$ cat config.mk
export PLATFORM = sky130hd
export DESIGN_NAME = eth_tx_framer_flat
export DESIGN_NICKNAME = d
export VERILOG_FILES = /design/src/rtl/eth_pkg.sv /design/src/rtl/eth_tx_framer_if.sv /design/src/rtl/eth_crc32.sv /design/src/rtl/eth_tx_framer.sv /design/src/flat_wrapper.sv
export SDC_FILE = /design/constraint.sdc
export NUM_CORES = 1
export LEC_CHECK = 0
export BUFFER_PORTS_ARGS = -buffer_cell sky130_fd_sc_hd__buf_2
export CORE_MARGIN = 2
export CORE_UTILIZATION = 62
export CTS_CLUSTER_SIZE = 24
export DETAILED_ROUTE_END_ITERATION = 12
export PLACE_DENSITY = 0.81
export SKIP_CTS_REPAIR_TIMING = 1
export SYNTH_ARGS = -nofsm -noshare
export SYNTH_HDL_FRONTEND = slang
export SYNTH_SLANG_ARGS = --single-unit
$ cat constraint.sdc
create_clock -name clk -period 3.2 [get_ports clk]
set_input_delay 0.16 -clock clk [delete_from_list [all_inputs] [get_ports clk]]
set_output_delay 0.16 -clock clk [all_outputs]
set_load 0.1 [all_outputs]
$ cat src/rtl/eth_pkg.sv
// Shared constants and FSM encoding for the 10BASE-T MAC transmit framer.
package eth_pkg;
  localparam logic [7:0]  ETH_PREAMBLE = 8'h55;
  localparam logic [7:0]  ETH_SFD      = 8'hD5;
  localparam logic [31:0] CRC32_POLY   = 32'hEDB88320;
  localparam logic [31:0] CRC32_INIT   = 32'hFFFFFFFF;
  localparam int          PREAMBLE_LEN = 7;

  localparam logic [2:0] ST_IDLE     = 3'd0;
  localparam logic [2:0] ST_PREAMBLE = 3'd1;
  localparam logic [2:0] ST_SFD      = 3'd2;
  localparam logic [2:0] ST_PAYLOAD  = 3'd3;
  localparam logic [2:0] ST_PAD      = 3'd4;
  localparam logic [2:0] ST_FCS      = 3'd5;
  localparam logic [2:0] ST_IFG      = 3'd6;
endpackage

$ cat src/rtl/eth_tx_framer_if.sv
// Byte streams around the framer: raw frame in (s_*), wire frame out (m_*).
interface eth_tx_framer_if;
  logic [7:0] s_data;
  logic       s_valid;
  logic       s_last;
  logic       s_ready;
  logic [7:0] m_data;
  logic       m_valid;
  logic       m_first;
  logic       m_last;
  logic       m_ready;

  modport master (
    input  s_data, s_valid, s_last, m_ready,
    output s_ready, m_data, m_valid, m_first, m_last
  );
  modport slave (
    output s_data, s_valid, s_last, m_ready,
    input  s_ready, m_data, m_valid, m_first, m_last
  );
endinterface

$ cat src/rtl/eth_crc32.sv
// Byte-wide next-state function of the reflected Ethernet CRC-32 (LSB first).
module eth_crc32
  import eth_pkg::*;
(
  input  logic [31:0] crc_in,
  input  logic [7:0]  data,
  output logic [31:0] crc_out
);
  logic [31:0] c;

  always_comb begin
    c = crc_in ^ {24'h0, data};
    for (int i = 0; i < 8; i++) begin
      c = c[0] ? ((c >> 1) ^ CRC32_POLY) : (c >> 1);
    end
    crc_out = c;
  end
endmodule

$ cat src/rtl/eth_tx_framer.sv
// MAC transmit framer: preamble/SFD, payload, zero pad to MIN_LEN, FCS, then IFG.
// Output register advances only when empty or accepted by the serializer.
module eth_tx_framer
  import eth_pkg::*;
#(
  parameter int MIN_LEN    = 60,
  parameter int MAX_LEN    = 1514,
  parameter int IFG_CYCLES = 192
) (
  input  logic            clk,
  input  logic            rst,
  eth_tx_framer_if.master bus,
  output logic            tx_busy,
  output logic            err_oversize
);
  // One counter serves preamble, payload length (saturating at MAX_LEN+1), FCS index and IFG.
  localparam int CNT_TOP = (MAX_LEN + 1 > IFG_CYCLES) ? MAX_LEN + 1 : IFG_CYCLES;
  localparam int CNT_W   = $clog2(CNT_TOP + 1);
  localparam logic [CNT_W-1:0] MIN_C    = CNT_W'(MIN_LEN);
  localparam logic [CNT_W-1:0] MAX_C    = CNT_W'(MAX_LEN);
  localparam logic [CNT_W-1:0] IFG_LAST = CNT_W'(IFG_CYCLES - 1);
  localparam logic [CNT_W-1:0] PRE_LAST = CNT_W'(PREAMBLE_LEN - 1);

  logic [2:0]       state_q, state_d;
  logic [CNT_W-1:0] cnt_q, cnt_d, cnt_inc;
  logic [31:0]      crc_q, crc_d, crc_nxt, fcs;
  logic [7:0]       crc_byte;
  logic [7:0]       data_q, data_d;
  logic             valid_q, valid_d, first_q, first_d, last_q, last_d, err_q, err_d;
  logic             adv, full, s_hs;

  assign adv         = !valid_q || bus.m_ready;
  assign full        = cnt_q >= MAX_C;
  assign cnt_inc     = cnt_q + CNT_W'(1);
  assign bus.s_ready = (state_q == ST_PAYLOAD) && (full || adv);
  assign s_hs        = bus.s_valid && bus.s_ready;
  assign crc_byte    = (state_q == ST_PAD) ? 8'h00 : bus.s_data;
  assign fcs         = ~crc_q;

  eth_crc32 u_crc (
    .crc_in  (crc_q),
    .data    (crc_byte),
    .crc_out (crc_nxt)
  );

  always_comb begin
    state_d = state_q;
    cnt_d   = cnt_q;
    crc_d   = crc_q;
    data_d  = data_q;
    valid_d = valid_q;
    first_d = first_q;
    last_d  = last_q;
    err_d   = 1'b0;
    case (state_q)
      ST_IDLE: begin
        if (bus.s_valid && adv) begin
          data_d  = ETH_PREAMBLE;
          valid_d = 1'b1;
          first_d = 1'b1;
          last_d  = 1'b0;
          cnt_d   = CNT_W'(1);
          state_d = ST_PREAMBLE;
        end
      end
      ST_PREAMBLE: begin
        if (adv) begin
          data_d  = ETH_PREAMBLE;
          first_d = 1'b0;
          cnt_d   = cnt_inc;
          if (cnt_q == PRE_LAST) state_d = ST_SFD;
        end
      end
      ST_SFD: begin
        if (adv) begin
          data_d  = ETH_SFD;
          crc_d   = CRC32_INIT;
          cnt_d   = '0;
          state_d = ST_PAYLOAD;
        end
      end
      ST_PAYLOAD: begin
        if (s_hs && !full) begin
          data_d  = bus.s_data;
          valid_d = 1'b1;
          crc_d   = crc_nxt;
          cnt_d   = cnt_inc;
          if (bus.s_last) begin
            state_d = (cnt_inc < MIN_C) ? ST_PAD : ST_FCS;
            if (cnt_inc >= MIN_C) cnt_d = '0;
          end
        end else begin
          // Oversize bytes are swallowed; the output register just drains meanwhile.
          if (s_hs) begin
            err_d = (cnt_q == MAX_C);
            if (cnt_q == MAX_C) cnt_d = cnt_inc;
            if (bus.s_last) begin
              state_d = ST_FCS;
              cnt_d   = '0;
            end
          end
          if (adv) valid_d = 1'b0;
        end
      end
      ST_PAD: begin
        if (adv) begin
          data_d  = 8'h00;
          valid_d = 1'b1;
          crc_d   = crc_nxt;
          cnt_d   = cnt_inc;
          if (cnt_inc == MIN_C) begin
            state_d = ST_FCS;
            cnt_d   = '0;
          end
        end
      end
      ST_FCS: begin
        if (adv) begin
          if (cnt_q == CNT_W'(4)) begin
            valid_d = 1'b0;
            last_d  = 1'b0;
            cnt_d   = '0;
            state_d = ST_IFG;
          end else begin
            data_d  = fcs[{cnt_q[1:0], 3'b000} +: 8];
            valid_d = 1'b1;
            last_d  = (cnt_q == CNT_W'(3));
            cnt_d   = cnt_inc;
          end
        end
      end
      ST_IFG: begin
        if (cnt_q == IFG_LAST) begin
          state_d = ST_IDLE;
          cnt_d   = '0;
        end else begin
          cnt_d = cnt_inc;
        end
      end
      default: state_d = ST_IDLE;
    endcase
  end

  always_ff @(posedge clk) begin
    if (rst) begin
      state_q <= ST_IDLE;
      cnt_q   <= '0;
      crc_q   <= CRC32_INIT;
      data_q  <= 8'h00;
      valid_q <= 1'b0;
      first_q <= 1'b0;
      last_q  <= 1'b0;
      err_q   <= 1'b0;
    end else begin
      state_q <= state_d;
      cnt_q   <= cnt_d;
      crc_q   <= crc_d;
      data_q  <= data_d;
      valid_q <= valid_d;
      first_q <= first_d;
      last_q  <= last_d;
      err_q   <= err_d;
    end
  end

  assign bus.m_data    = data_q;
  assign bus.m_valid   = valid_q;
  assign bus.m_first   = first_q;
  assign bus.m_last    = last_q;
  assign tx_busy       = (state_q != ST_IDLE);
  assign err_oversize  = err_q;
endmodule

$ cat src/flat_wrapper.sv
// flat-port wrapper written by rule: the top's interface ports become plain ports
module eth_tx_framer_flat import eth_pkg::*;
#(
  parameter int MIN_LEN    = 60,
  parameter int MAX_LEN    = 1514,
  parameter int IFG_CYCLES = 192
)
  (clk, rst, tx_busy, err_oversize, bus_s_data, bus_s_valid, bus_s_last, bus_m_ready, bus_s_ready, bus_m_data, bus_m_valid, bus_m_first, bus_m_last);
  eth_tx_framer_if bus_i ();
  input  logic clk;
  input  logic rst;
  output logic tx_busy;
  output logic err_oversize;
  input wire logic [$bits(bus_i.s_data)-1:0] bus_s_data;
  input wire logic [$bits(bus_i.s_valid)-1:0] bus_s_valid;
  input wire logic [$bits(bus_i.s_last)-1:0] bus_s_last;
  input wire logic [$bits(bus_i.m_ready)-1:0] bus_m_ready;
  output wire logic [$bits(bus_i.s_ready)-1:0] bus_s_ready;
  output wire logic [$bits(bus_i.m_data)-1:0] bus_m_data;
  output wire logic [$bits(bus_i.m_valid)-1:0] bus_m_valid;
  output wire logic [$bits(bus_i.m_first)-1:0] bus_m_first;
  output wire logic [$bits(bus_i.m_last)-1:0] bus_m_last;
  assign bus_i.s_data = bus_s_data;
  assign bus_i.s_valid = bus_s_valid;
  assign bus_i.s_last = bus_s_last;
  assign bus_i.m_ready = bus_m_ready;
  assign bus_s_ready = bus_i.s_ready;
  assign bus_m_data = bus_i.m_data;
  assign bus_m_valid = bus_i.m_valid;
  assign bus_m_first = bus_i.m_first;
  assign bus_m_last = bus_i.m_last;
  eth_tx_framer #(.MIN_LEN(MIN_LEN), .MAX_LEN(MAX_LEN), .IFG_CYCLES(IFG_CYCLES)) u_core (.clk(clk), .rst(rst), .bus(bus_i), .tx_busy(tx_busy), .err_oversize(err_oversize));
endmodule
# After elaboration in Yosys (flattened, before gate mapping)
# Cells that the tools add are included.
dict set report classes {
  bitwise_logic 12
  muxes 63
  addsub 1
  magnitude_cmp 3
  eq_ne 28
  reduce_logical 24
  shift 1
}
# cell count
set op_table {}
lappend op_table {{two-way mux 32 bit} 11}
lappend op_table {{two-way mux 11 bit} 14}
lappend op_table {{NOT 13 -> 14 bit} 8}
lappend op_table {{case mux 32 bit (3 select lines)} 1}
lappend op_table {{case mux 11 bit (7 select lines)} 1}
lappend op_table {{two-way mux 8 bit} 8}
lappend op_table {{case mux 8 bit (6 select lines)} 1}
lappend op_table {{two-way mux 3 bit} 13}
lappend op_table {{NOT 32 bit} 1}
lappend op_table {{variable part select 32 x 6 -> 8 bit} 1}
lappend op_table {{bitwise XOR 32 x 8 -> 32 bit} 1}
lappend op_table {{== test 11 x 3 -> 1 bit (second input constant)} 2}
lappend op_table {{case mux 3 bit (7 select lines)} 1}
lappend op_table {{!= test 2 x 1 -> 1 bit (second input constant)} 8}
lappend op_table {{AND reduction 8 bit} 2}
lappend op_table {{AND reduction 12 bit} 1}
lappend op_table {{adder 11 x 1 -> 11 bit (second input constant)} 1}
lappend op_table {{== test 11 bit (second input constant)} 1}
lappend op_table {{== test 11 x 2 -> 1 bit (second input constant)} 1}
lappend op_table {{== test 11 x 6 -> 1 bit (second input constant)} 1}
lappend op_table {{== test 11 x 8 -> 1 bit (second input constant)} 1}
lappend op_table {{>= comparator 11 bit (second input constant)} 1}
lappend op_table {{>= comparator 11 x 6 -> 1 bit (second input constant)} 1}
lappend op_table {{< comparator 11 x 6 -> 1 bit (second input constant)} 1}
lappend op_table {{24 further kinds} 50}
dict set report totals {
  inputBits 13
  elab_cells 140
  output_inout_bits 14
  ff_bits 58
}

# Longest topological paths before layout
dict set report depth {
  word_depth 21
  mapped_depth 12
  mapped_depth_nobuf 8
}

# Modules after synthesis
# A second synthesis with hierarchy kept.
dict set report hier_totals {
  cells_unflattened 474
  hier_area_um2 4167.7
}
# module instances area_per_inst_um2 seq_area_each_um2 cells_per_inst
set modules_own_cells {}
lappend modules_own_cells {eth_tx_framer 1 3331.9 1161.1 404}
lappend modules_own_cells {eth_crc32 1 835.8 0.0 70}

# Least setup slack after synthesis
# OpenSTA, ideal clock, no wires.
dict set report synth_path {
  kind {register to output}
  startpoint {register u_core.cnt_q[0]}
  endpoint {output bus_s_ready}
  arrival_ns 2.949
  path_stages_with_launch 9
  setup_slack_ns 0.091
  required_ns 3.040
  n_path_buf 2
  cell_sequence {dfxtp_1 -> clkbuf_1 -> buf_1 -> inv_1 -> ha_1 -> nor4_1 -> o41a_1 -> and2_4 -> nor2_1}
}
dict set report synth_between {
  elab_chain_len 3
}
# element line
set synth_rtl {}
lappend synth_rtl {{start, declared} eth_tx_framer.sv:25} ;# logic [CNT_W-1:0] cnt_q, cnt_d, cnt_inc;
lappend synth_rtl {{start signal, assigned} eth_tx_framer.sv:156} ;# cnt_q <= cnt_d;
lappend synth_rtl {{>= comparator 11 bit} eth_tx_framer.sv:33} ;# assign full = cnt_q >= MAX_C;
lappend synth_rtl {{logical OR 1 bit} eth_tx_framer.sv:35} ;# assign bus.s_ready = (state_q == ST_PAYLOAD) && (full || adv);
lappend synth_rtl {{logical AND 1 bit} eth_tx_framer.sv:35}
lappend synth_rtl {{end, declared} flat_wrapper.sv:18} ;# output wire logic [$bits(bus_i.s_ready)-1:0] bus_s_ready;
# Every way passes these cells.

# Worst setup path in the final report
dict set report layout_path {
  startpoint {register u_core.cnt_q[1]}
  endpoint {register u_core.cnt_q[8]}
}
dict set report layout_between {
  elab_chain_len 7
  word_cells_on_any_way 28
  cone_classes {add/sub (1); order compare (2); eq/ne (6); mux (13); reduce/logical (6)}
}
# element
set layout_rtl {}
lappend layout_rtl {{branches (longest 7 deep; another with adder 11 x 1 -> 11 bit)}}
# Several ways; the timed one is not identified. The select of a mux whose other input is x is not followed.
# A chain may end at the register's enable or synchronous reset.

==> results_dict.tcl <==
set metrics [dict create \
    timing.setup.tns_ps 0 \
    floorplan.die.width_um 88.7 \
    max_cap_violations 0 \
    worst_r2r_path_depth 7 \
    routed_wirelength_mm 12.4 \
    port-buffer-count 26 \
    synthAdderAreaFrac_pct 1.97 \
    clk-insertion-delay-late_ps 350 \
    ant_nets 0 \
    placementRows 30 \
    finalHoldViolations 0 \
    endpoint_kind "flop" \
    synthesis.nets 546 \
    detailedRoute.firstIterationViolations 494 \
    seq_power_share_pct 28.3 \
    yosysWarningCount 0 \
    place.detailed.hpwl_mm 8.96 \
    combinational_family_with_the_most_area_after_synthesis "compound AO/OA/AOI/OAI gates" \
    grt_first_pass_wirelength_mm 20.1 \
    synth_compound_gate_area_share_pct 21.8 \
    worstHoldPathCells 3 \
    synth_cell_type_count 65 \
    cts_buffers 9 \
    post_layout_nonfiller_instances 630 \
    data_required_time_of_the_worst_path_ps 3430 \
    synth_area_per_cell_um2 8.45 \
    initial_utilization_pct 64.7 \
    placed_cell_area_um2 4600 \
    vias 4229 \
    timing_max_transition_violations_final 0 \
    synth_area_um2 4450 \
    met3_length_mm 1.26 \
    mostFrequentLayoutCell "dfxtp_1" \
    clock_skew_ps 11.3 \
    setup_viol 0 \
    muxShareOfSynthArea_pct 4.53 \
    pin_count_of_the_biggest_net_entering_global_routing 32 \
    layout.cell_area.non_filler_um2 4800 \
    max_slew.worst_pin.slew_ps 1210 \
    totalPowerFinal_mw 3.06 \
    wp_depth 7 \
    status "completed" \
    cts.sinks 58 \
    synth_flop_cell "dfxtp_1" \
    die_ht_um 88.7 \
    synthDominantCellAreaShare_pct 26.1 \
    timing.hold.worst.class "input port to flop" \
    crit_chain "ha_1 -> nand3_1 -> nor4_1 -> o32ai_1 -> o311ai_1 -> nand4_1 -> o311ai_0" \
    mostFrequentLayoutCells "58 x dfxtp_1, 41 x o21ai_0, 39 x nor2_1" \
    wl_met1_mm 5.23 \
    cts_root_buf "clkbuf_8" \
    ios 27 \
    overflow 0 \
    nNetsFinal 550 \
    placeableCoreArea_um2 6870 \
    ys_top_cells_by_area "dfxtp_1 26%, xnor2_1 6.7%, o21ai_0 4.6%" \
    critical_path_buf_inv_count 0 \
    synthSimpleGateAreaFrac_pct 21.1 \
    power_leakage_nw 1.76 \
    maxUsedRoutingLayer "met4" \
    area_growth_pct 8.05 \
    cts_tree "built" \
    routability_congestion_estimate 0.967 \
    synth.yosys.seq_area_share_pct 26.1 \
    worst_path_largest_cell_delay_ps 770 \
    critical_path_start_end_classification "flop to flop" \
    synth.ff_latch_count 58 \
    relSlewSlack_pct 19.3 \
    p_sw_mw 1.37 \
    drcViolationCount 0 \
    numPlacedInstances 615 \
    post-route-min-period_ps 2890 \
    drive_gt1_share_pct 13.7 \
    power.share.clock_pct 23.8 \
    instance_count_of_the_mapped_netlist 526 \
    detailedRoute.firstPassIterationCount 5 \
    hold_slack_ps 179 \
    post_drt_via_cell_ratio 6.71 \
    clock.fmax_ghz 0.346 \
    routed-wl-met2_mm 5.66 \
    first_global_vias 3876 \
    timing.final.crit_share_pct 90.3 \
    rsz0062_at_grt "false" \
    combinationalPowerShare_pct 47.9 \
    synth-xor-area-share_pct 19.3 \
    initial_antenna_violation_count 0 \
    worst-endpoint-arrival_ps 3120 \
    synth_async_sr_flop_share_pct 0 \
    antennaDiodeCount 0 \
    swShare_pct 44.7 \
    power_density_nw_per_um2 637 \
    floorplan.die_area_um2 7860 \
    cts.htree.levels 3 \
    power.internal_mw 1.69 \
    crit_family "compound AO/OA/AOI/OAI gates" \
    largest_driver_fanout_on_the_critical_path 12 \
    max-clock-path-buffers 2 \
    synth_enable_flop_cells 0 \
    cts.clk_slew.worst_paths_ps 70 \
    worstSetupStartpointType "flop" \
    route.detailed.wl_per_inst_um 19.7 \
    worst_case_vdd_ir_drop_mv 0.318 \
    synth_top_area_cell "dfxtp_1" \
    grtUsageTotal_pct 33.5 \
    worst_path_max_delay_cell "o311ai_1" \
]
-- metal layers --
layer	track usage, %	up-vias
li1	-	1937
met1	46.6	1994
met2	52.3	261
met3	7.00	37
met4	10.2	0
met5	0	-
-- cells by family (layout without fill, tap and decap cells) --
group                      count (synthesis)  in the layout
and+or+nand+nor                          178            178
AOI/OAI and AO/OA                        145            145
xor gates and xnor gates                  71             71
DFF                                       58             58
buffers and inverters                     57             65
muxes                                     10             10
adders and majority gates                  7              7
-- registers in the layout (all words and copies together) (netlist names) --
signal and count:
u_core.bus.m_valid 1, u_core.bus.m_data 8, u_core.state_q 3, u_core.err_oversize 1, u_core.crc_q 32, u_core.cnt_q 11
u_core.bus.m_last 1, u_core.bus.m_first 1
-- worst register-to-register path, delay by kind of cell, from the launching register on --
family,cells,cell delay (ps)
compound gates,3,1140
simple gates,3,800
flops,1,550
fa+ha+maj,1,290
-- worst paths after layout --
| kind | from | endpoint | slack (ps) |
|---|---|---|---|
| setup / recovery | u_core.cnt_q[1] | u_core.cnt_q[8] | 310 |
| hold / removal | bus_s_valid | u_core.bus.m_first | 180 |
| setup reg to reg | u_core.cnt_q[1] | u_core.cnt_q[8] | 310 |
| hold reg to reg | u_core.bus.m_data[3] | u_core.bus.m_data[3] | 480 |
-- through the flow --
stage	util (%)	worst slack (ps)
finish	69.9	311
detailed placement	67.0	379
global placement	67.0	489
floorplan	-	91.2
global route	69.9	73.3
CTS	69.9	372
-- cells in the mapped netlist, types with 2 or more instances --
library cell	number
nor2_1	39
a21oi_1	33
nor3b_1	2
o22ai_1	8
or4_1	4
inv_1	12
xor3_1	7
nor4_1	12
mux4_2	8
clkbuf_1	34
ha_1	7
a41oi_1	2
a2111oi_2	2
buf_2	5
dfxtp_1	58
nand4b_1	2
o2111ai_1	3
nand2_1	31
xor2_1	20
a211o_1	5
o31ai_1	2
o21ai_0	41
or3b_2	2
buf_1	4
nand3_1	9
o22a_1	11
a21boi_0	4
and2_1	4
a22oi_1	2
o211ai_1	2
and3b_1	2
or3_1	2
xnor3_1	9
o311ai_0	6
nand4_1	11
and3_1	4
xnor2_1	34
nor3_1	30
a211oi_1	11
nand2b_1	11
nor2b_1	7
-- layout make-up --
class,instances,area (µm²)
Multi-Input combinational cell,411,3060
Fill cell,570,2070
Sequential cell,58,1160
Timing Repair Buffer,37,213
Clock buffer,13,169
Tap cell,96,120
Inverter,13,48.8
Clock inverter,2,35.0
-- power groups by stage --
stage / combinational [mW] / sequential [mW] / clock, mW
global route: 1.56 / 0.870 / 0.751
detailed placement: 1.43 / 0.877 / 0
CTS: 1.44 / 0.862 / 0.725
global placement: 1.40 / 0.873 / 0
floorplan: 1.02 / 1.01 / 0
finish: 1.47 / 0.865 / 0.729
(Power assumes the default switching activity.)
